## config.mk

```make
export PLATFORM = sky130hd
export DESIGN_NAME = gcd_job_sequencer
export DESIGN_NICKNAME = d
export VERILOG_FILES = /design/src/rtl/gcd_pkg.sv /design/src/rtl/gcd_req_fifo.sv /design/src/rtl/gcd_job_sequencer.sv
export SDC_FILE = /design/constraint.sdc
export NUM_CORES = 1
export LEC_CHECK = 0
export ABC_AREA = 1
export ABC_CLOCK_PERIOD_IN_PS = 5500
export BUFFER_PORTS_ARGS = -buffer_cell sky130_fd_sc_hd__buf_2
export CORE_MARGIN = 8
export CORE_UTILIZATION = 33
export CTS_BUF_LIST = sky130_fd_sc_hd__clkbuf_4 sky130_fd_sc_hd__clkbuf_8 sky130_fd_sc_hd__clkbuf_16
export CTS_CLUSTER_SIZE = 8
export DETAILED_ROUTE_END_ITERATION = 6
export PLACE_DENSITY_LB_ADDON = 0.2
export SYNTH_ARGS = -nofsm -noshare
export SYNTH_HDL_FRONTEND = slang
export SYNTH_SLANG_ARGS = --single-unit
```

## constraint.sdc

```tcl
create_clock -name clk -period 5.5 [get_ports clk]
set_input_delay 1.65 -clock clk [delete_from_list [all_inputs] [get_ports clk]]
set_output_delay 1.65 -clock clk [all_outputs]
set_load 0.005 [all_outputs]
```

## src/rtl/gcd_pkg.sv

```systemverilog
// gcd_pkg: shared defaults and FSM state encoding for the GCD job sequencer.
package gcd_pkg;
  localparam int GCD_WIDTH = 16;
  localparam int GCD_DEPTH = 4;
  localparam int GCD_TIMEOUT = 1023;
  typedef enum logic [1:0] {S_IDLE, S_ISSUE, S_WAIT, S_HOLD} state_t;
endpackage

```

## src/rtl/gcd_req_fifo.sv

```systemverilog
// gcd_req_fifo: synchronous request FIFO holding {a,b} operand pairs.
module gcd_req_fifo
  import gcd_pkg::*;
#(
  parameter int WIDTH = GCD_WIDTH,
  parameter int DEPTH = GCD_DEPTH
) (
  input  logic               clk,
  input  logic               rst,
  input  logic               i_push,
  input  logic               i_pop,
  input  logic [2*WIDTH-1:0] i_data,
  output logic [2*WIDTH-1:0] o_data,
  output logic               o_full,
  output logic               o_empty
);
  localparam int AW = $clog2(DEPTH);
  logic [AW:0] r_wp, r_rp;
  logic [2*WIDTH-1:0] r_mem [DEPTH];
  // Extra pointer MSB tells full from empty when the indices match.
  always_ff @(posedge clk or negedge rst) begin
    if (!rst) begin
      r_wp <= '0;
      r_rp <= '0;
    end else begin
      if (i_push) r_wp <= r_wp + 1'b1;
      if (i_pop) r_rp <= r_rp + 1'b1;
    end
  end
  always_ff @(posedge clk) begin
    if (i_push) r_mem[r_wp[AW-1:0]] <= i_data;
  end
  assign o_data  = r_mem[r_rp[AW-1:0]];
  assign o_empty = r_wp == r_rp;
  assign o_full  = (r_wp ^ r_rp) == {1'b1, {AW{1'b0}}};
endmodule

```

## src/rtl/gcd_job_sequencer.sv

```systemverilog
// gcd_job_sequencer: queues operand pairs and runs them one at a time through the GCD unit,
// bypassing pairs with a zero operand and aborting jobs the unit never answers.
module gcd_job_sequencer
  import gcd_pkg::*;
#(
  parameter int WIDTH   = GCD_WIDTH,
  parameter int DEPTH   = GCD_DEPTH,
  parameter int TIMEOUT = GCD_TIMEOUT
) (
  input  logic             clk,
  input  logic             rst,
  input  logic             req_valid_i,
  output logic             req_ready_o,
  input  logic [WIDTH-1:0] req_a_i,
  input  logic [WIDTH-1:0] req_b_i,
  output logic             rsp_valid_o,
  input  logic             rsp_ready_i,
  output logic [WIDTH-1:0] rsp_gcd_o,
  output logic             rsp_err_o,
  output logic             core_start_o,
  output logic [WIDTH-1:0] core_a_o,
  output logic [WIDTH-1:0] core_b_o,
  input  logic             core_valid_i,
  input  logic [WIDTH-1:0] core_result_i,
  output logic             busy_o
);
  localparam int CW = (TIMEOUT < 2) ? 1 : $clog2(TIMEOUT + 1);
  state_t r_state, w_next;
  logic r_init, r_err, w_err, w_pop, w_push, w_full, w_empty;
  logic [CW-1:0] r_cnt, w_cnt;
  logic [WIDTH-1:0] r_a, r_b, r_gcd, w_a, w_b, w_gcd, w_ha, w_hb;
  assign w_push = req_valid_i & req_ready_o;
  gcd_req_fifo #(.WIDTH(WIDTH), .DEPTH(DEPTH)) u_fifo (
    .clk    (clk),
    .rst    (rst),
    .i_push (w_push),
    .i_pop  (w_pop),
    .i_data ({req_a_i, req_b_i}),
    .o_data ({w_ha, w_hb}),
    .o_full (w_full),
    .o_empty(w_empty)
  );
  // The counter is zero only in the first WAIT cycle, which doubles as the blanking flag.
  always_comb begin
    w_next = r_state;
    w_pop  = 1'b0;
    w_cnt  = r_cnt;
    w_a    = r_a;
    w_b    = r_b;
    w_gcd  = r_gcd;
    w_err  = r_err;
    case (r_state)
      S_IDLE: if (!w_empty) begin
        w_pop = 1'b1;
        if (w_ha == '0 || w_hb == '0) begin
          w_gcd  = w_ha | w_hb;
          w_err  = 1'b0;
          w_next = S_HOLD;
        end else begin
          w_a    = w_ha;
          w_b    = w_hb;
          w_next = S_ISSUE;
        end
      end
      S_ISSUE: begin
        w_cnt  = '0;
        w_next = S_WAIT;
      end
      S_WAIT: if (r_cnt != '0 && core_valid_i) begin
        w_gcd  = core_result_i;
        w_err  = 1'b0;
        w_next = S_HOLD;
      end else if (r_cnt == CW'(TIMEOUT)) begin
        w_gcd  = '0;
        w_err  = 1'b1;
        w_next = S_HOLD;
      end else begin
        w_cnt = r_cnt + 1'b1;
      end
      S_HOLD: w_next = rsp_ready_i ? S_IDLE : S_HOLD;
      default: w_next = S_IDLE;
    endcase
  end
  always_ff @(posedge clk or negedge rst) begin
    if (!rst) begin
      r_state <= S_IDLE;
      r_init  <= 1'b0;
      r_cnt   <= '0;
      r_a     <= '0;
      r_b     <= '0;
      r_gcd   <= '0;
      r_err   <= 1'b0;
    end else begin
      r_state <= w_next;
      r_init  <= 1'b1;
      r_cnt   <= w_cnt;
      r_a     <= w_a;
      r_b     <= w_b;
      r_gcd   <= w_gcd;
      r_err   <= w_err;
    end
  end
  assign req_ready_o  = r_init & ~w_full;
  assign rsp_valid_o  = r_state == S_HOLD;
  assign rsp_gcd_o    = r_gcd;
  assign rsp_err_o    = r_err;
  assign core_start_o = r_state == S_ISSUE;
  assign core_a_o     = r_a;
  assign core_b_o     = r_b;
  assign busy_o       = (r_state != S_IDLE) | ~w_empty;
endmodule
```

Yosys cells after proc, flatten, opt, wreduce, memory -nomap -nowiden
Memory sizes are Yosys's and may differ from the RTL's.
Cells that the tools add are included.
{ "classes": {"shift": 0, "div": 0, "n_eq_ne": 11, "n_mux": 23, "magnitude_cmp": 0, "bitwise": 8, "multipliers": 0, "add_sub_neg": 3, "n_reduce_logical": 13} }
{ "op_table": {"columns": ["cell", "count"], "rows": [
  ["2-to-1 mux 16 bit", 4],
  ["logical NOT 16 bit", 2],
  ["one-hot mux 16 bit (2 select lines)", 1],
  ["2-to-1 mux 10 bit", 2],
  ["one-hot mux 10 bit (2 select lines)", 1],
  ["bitwise OR 16 bit", 1],
  ["adder 10 x 1 -> 10 bit, second input constant", 1],
  ["equality test 10 bit, second input constant", 1],
  ["2-to-1 mux 2 bit", 5],
  ["nonzero test 10 bit", 1],
  ["2-to-1 mux 1 bit", 8],
  ["!= test 2 bit, second input constant", 4],
  ["one-hot mux 2 bit (4 select lines)", 1],
  ["adder 3 x 1 -> 3 bit, second input constant", 2],
  ["AND reduction 3 bit", 2],
  ["nonzero test 2 bit", 3],
  ["equality test 2 bit, second input constant", 2],
  ["AND reduction 4 bit", 1],
  ["equality test 3 bit", 1],
  ["equality test 3 bit, second input constant", 1],
  ["!= test 3 bit, second input constant", 1],
  ["inverter 1 bit", 3],
  ["XOR 3 bit", 1],
  ["bitwise AND 1 bit", 2],
  ["7 further kinds", 7]
]} }
{ "totals": {"out_inout_bits": 53, "latchBits": 0, "n_memories": 1, "ramBits": 128, "mem_bits_ro": 0, "ff_bits": 68, "inputBits": 53, "elab_cells": 68} }
{ "memory_table": {"columns": ["name", "words", "word_bits", "read_ports", "rd_clocked_by_memory_dff", "wr", "line", "rtl"], "rows": [
  ["u_fifo.r_mem", 4, 32, 1, 0, 1, "gcd_req_fifo.sv:19", "logic [2*WIDTH-1:0] r_mem [DEPTH];"]
]} }

Depth between registers and ports, before layout
{ "logic_depth": {"depth_word": 7, "ltp_mapped": 16, "mapped_depth_nobuf": 13} }

Cells and area by module
A second synthesis with hierarchy kept.
{ "hier_totals": {"hier_cells": 915, "area_unflattened_um2": 8846.0} }
{ "modules_own_cells": {"columns": ["module", "area_per_inst_um2", "cells_each", "n_inst", "seq_area_each_um2"], "rows": [
  ["gcd_req_fifo", 5569.1, 482, 1, 3993.8],
  ["gcd_job_sequencer", 3276.9, 433, 1, 1551.5]
]} }

Worst setup path before layout
No wires, ideal clock.
{ "synth_timing": {"path_type": "input to register", "start": "in req_valid_i", "end": "mem u_fifo.r_mem[3][0] (netlist bit), enable pin", "t_arrival_ns": 3.217, "required_time_ns": 5.076, "path_buffers": 0, "path_stages": 2, "slack_ns": 1.859, "setup_time_ns": 0.424, "cell_sequence": "nand2_1 nor2_1"} }
{ "synth_via": {"elab_chain_len": 3} }
{ "synth_rtl": {"columns": ["item", "line", "rtl"], "rows": [
  ["from (decl)", "gcd_job_sequencer.sv:12", "input logic req_valid_i,"],
  ["bitwise AND 1 bit", "gcd_job_sequencer.sv:32", "assign w_push = req_valid_i & req_ready_o;"],
  ["2-to-1 mux 1 bit", "gcd_req_fifo.sv:31", "if (i_push) r_mem[r_wp[AW-1:0]] <= i_data;"],
  ["2-to-1 mux 1 bit (implied by the code)", "gcd_req_fifo.sv:31", null],
  ["to (decl)", "gcd_req_fifo.sv:19", null]
]} }
Every way passes these cells.

Worst setup path after layout
{ "layout_timing": {"start": "reg u_fifo.r_rp[0]", "end": "out busy_o"} }
{ "layout_via": {"elab_chain_len": 3} }
{ "layout_rtl": {"columns": ["item", "line", "rtl"], "rows": [
  ["from (decl)", "gcd_req_fifo.sv:18", "logic [AW:0] r_wp, r_rp;"],
  ["from (signal assigned)", "gcd_req_fifo.sv:27", "if (i_pop) r_rp <= r_rp + 1'b1;"],
  ["equality test 3 bit", "gcd_req_fifo.sv:34", "assign o_empty = r_wp == r_rp;"],
  ["inverter 1 bit (no line)", null, null],
  ["bitwise OR 1 bit", "gcd_job_sequencer.sv:110", "assign busy_o = (r_state != S_IDLE) | ~w_empty;"],
  ["to (decl)", "gcd_job_sequencer.sv:25", "output logic busy_o"]
]} }
Every way passes these cells.

==> metrics.yaml <==
status: "completed"
gp_congestion: 0.7610
grt_overflow: 0
finalHoldViolations: 0
numCtsBuffers: 17
final_nets: 954
drtIter0Drc: 631
netlist_area_um2: 8317
yosysWarnings: 0
die_h_um: 174.8
numPortBuffers: 105
worstReg2RegStart: "u_fifo.r_rp[1]$_DFFE_PN0P_"
p_leak_nw: 4.155
post-cts-setup-buffer-count: 0
crit_type: "reg -> out"
p_switching_mw: 2.237
yosysSeqAreaShare_pct: 66.68
antenna_found_initial: 4
critPathLaunchType: "flop"
worst-path-buf-inv: 2
worst_path_max_delay_cell: "buf_4"
holdWs_ps: 468.0
min_period_ps: 3763
cts-htree-levels: 4
crit_fanout: 66
tightest_slew_ps: 1107
max_freq_mhz: 265.7
clockBufferDepth: 2
holdCritPathClass: "reg -> reg"
internal-power_mw: 3.263
fin_skew_ps: 12.33
path_common_cell: "nand2_1"
crit_path_max_incr_delay_ps: 570
comb_power_share_pct: 38.3
slew_viol_final: 0
ctsHoldBuffers: 0
synthDistinctLibCells: 27
fin_crit_sh_pct: 68.42
path_cells: "buf_4 > xnor2_1 > nand2_1 > nor2_1 > nand2_1 > buf_2"
vias_per_cell: 4.661
setup_tns_ps: 0
drive_above_1_share_pct: 17.18
wl_um: 21360
cts-root-buf: "clkbuf_16"
vias: 5742
initial_utilization_pct: 33.31
cp_data_required_time_ps: 3850
insertion_delay_ps: 430
end_kind: "primary output"
crit_family: "buffers and inverters"
grt_start_max_net_pins: 67
worstHoldStart: "rsp_gcd_o[1]$_DFFE_PN0P_"
cts_tree: "done"
ir_drop_uv: 271.5
grt_pass1_wl_um: 33050
arrival_ps: 2110
path_clk_slew_ps: 80
die_area_um2: 30540
row_count: 58
relSlewSlack_pct: 26.23
grt_usage_pct: 14.02
dp_hpwl_um: 14270
postSynthCellCount: 799
synth-seq-cells: 196
routedWlPerCell_um: 17.34
synth_top_area_share_pct: 46.22
pwr-share-seq_pct: 39.3
synth_area_per_cell_um2: 10.41
drc_errors: 0
antenna_cells: 0
syn-num-nets: 863
cp-startpoint: "u_fifo.r_rp[0]$_DFFE_PN0P_"
cts.sinks: 196
cap_violations: 0
core-area_um2: 24960
dp.cells: 1201
ys_top_cells_by_area: "edfxtp_1 (46%), dfrtp_1 (20%), nand2_1 (14%), nand3_1 (4.5%), o21ai_0 (3.4%)"
drt_pass1_iterations: 5
p_per_area_nw_per_um2: 567.2
die_w_um: 174.8
ios: 106
cts_resized: 0
rsz0062_at_grt: "no"
final_cells: 1232
areaGrowthSynthToFinish_pct: 16.61
power.share.clock_pct: 22.4
grt_pass1_vias: 5555
fillerInstances: 2511
antenna_left: 0
finalSetupViolations: 0
swShare_pct: 40.67
yosys.area.top_type: "edfxtp_1"
[logic make-up (layout without fill, tap and decap cells)]
family / count (synthesis) / after routing / share of synthesized area, %
simple gates: 436 / 436 / 22.07
flops: 196 / 196 / 66.68
buf+inv: 79 / 182 / 4.408
compound gates: 64 / 64 / 3.881
xor+xnor: 12 / 12 / 1.264
fa+ha+maj: 11 / 11 / 1.655
other cells: 1 / 1 / 0.04509
[path summary, 6_finish.rpt]
path / endpoint / slack (ps) / cells after the start
max: busy_o / 1740 / 6
min: rsp_gcd_o[1]$_DFFE_PN0P_ / 470 / 2
max reg2reg: core_b_o[12]$_DFFE_PN0P_ / 1960 / 8
min reg2reg: rsp_gcd_o[1]$_DFFE_PN0P_ / 470 / 2
max in group asynchronous: u_fifo.r_rp[1]$_DFFE_PN0P_ / 3120 / 2
min in group asynchronous: r_cnt[8]$_DFFE_PN0P_ / 1430 / 1
[synth_stat cells, drive strengths merged]
cell type	number
buf	29
dfrtp	68
xnor2	3
nor3	2
xor2	9
conb	1
a21boi	1
nand2	312
nor2	17
clkbuf	12
ha	11
inv	38
nor4	3
nand3	77
or2	1
a21oi	3
nand4	24
o21ai	60
edfxtp	128
[sequential cells by signal, indices dropped and copies added, names as in the netlist]
signal / flops
rsp_gcd_o: 16
r_init: 1
core_b_o: 16
u_fifo.r_wp: 3
core_a_o: 16
r_state: 2
u_fifo.r_mem: 128
r_cnt: 10
u_fifo.r_rp: 3
rsp_err_o: 1
[through the flow]
step / instance area [um^2] / setup WS, ps / utilization, % / power, mW
after floorplan: 8317 / 1859 / - / 3.575
after global placement: 9121 / 1952 / 36.54 / 4.312
after detailed placement: 9121 / 1853 / 36.54 / 4.338
after CTS: 9698 / 1681 / 38.85 / 5.576
after global routing: 9698 / 1404 / 38.85 / 5.915
final: 9698 / 1737 / 38.85 / 5.501
[tightest hold or removal path, stage by stage, from the launching register on]
cell	delay, ps
dfrtp_1	340
nand2_1	50
nand2_1	50
[power by group through the flow]
stage          clock network, mW  registers [mW]  logic (mW)
2_1_floorplan                  0            2.10        1.47
3_3_place_gp                   0            2.20        2.11
3_5_place_dp                   0            2.20        2.14
4_1_cts                     1.26            2.17        2.15
5_1_grt                     1.31            2.20        2.41
6_report                    1.23            2.16        2.10
[layout by cell type, fill, tap and decap left out, types with 2 or more instances in the layout]
cell / Yosys / layout
o21ai_0: 56 / 56
nand3_4: 2 / 2
clkinv_1: 0 / 2
clkbuf_16: 0 / 17
inv_2: 3 / 3
nand3_1: 74 / 74
dfrtp_2: 0 / 2
o21ai_1: 4 / 4
ha_1: 11 / 11
nor2_1: 17 / 13
buf_4: 8 / 7
inv_1: 35 / 35
clkinvlp_4: 0 / 2
dfrtp_1: 68 / 66
bufinv_16: 0 / 2
clkinv_4: 0 / 2
nor3_1: 2 / 2
nor4_1: 3 / 3
edfxtp_1: 128 / 128
xnor2_1: 3 / 3
inv_6: 0 / 4
nand2_1: 312 / 312
a21oi_1: 3 / 3
buf_2: 17 / 105
nor2_2: 0 / 3
xor2_1: 9 / 9
nand4_1: 24 / 24
[area by class of cell]
class                      instances  area, um^2  share of cell area, %
clock buffer                      17       425.4                  4.387
clock inverter                    14       151.4                  1.561
inverter                          38       142.6                  1.471
multi-input combinational        524        2420                  24.95
sequential                       196        5548                  57.21
tap                              330       412.9                  4.258
timing repair buffer             113       598.1                  6.167
[metal layers]
metal	GRT usage (%)	up-vias	part of all wire [%]
met5	0	-	0.23
met4	5.440	8	2.3
met3	3.346	34	5.1
met2	20.85	132	44
met1	19.45	2715	49
li1	-	2853	-
Power figures use the tool's default switching activity.
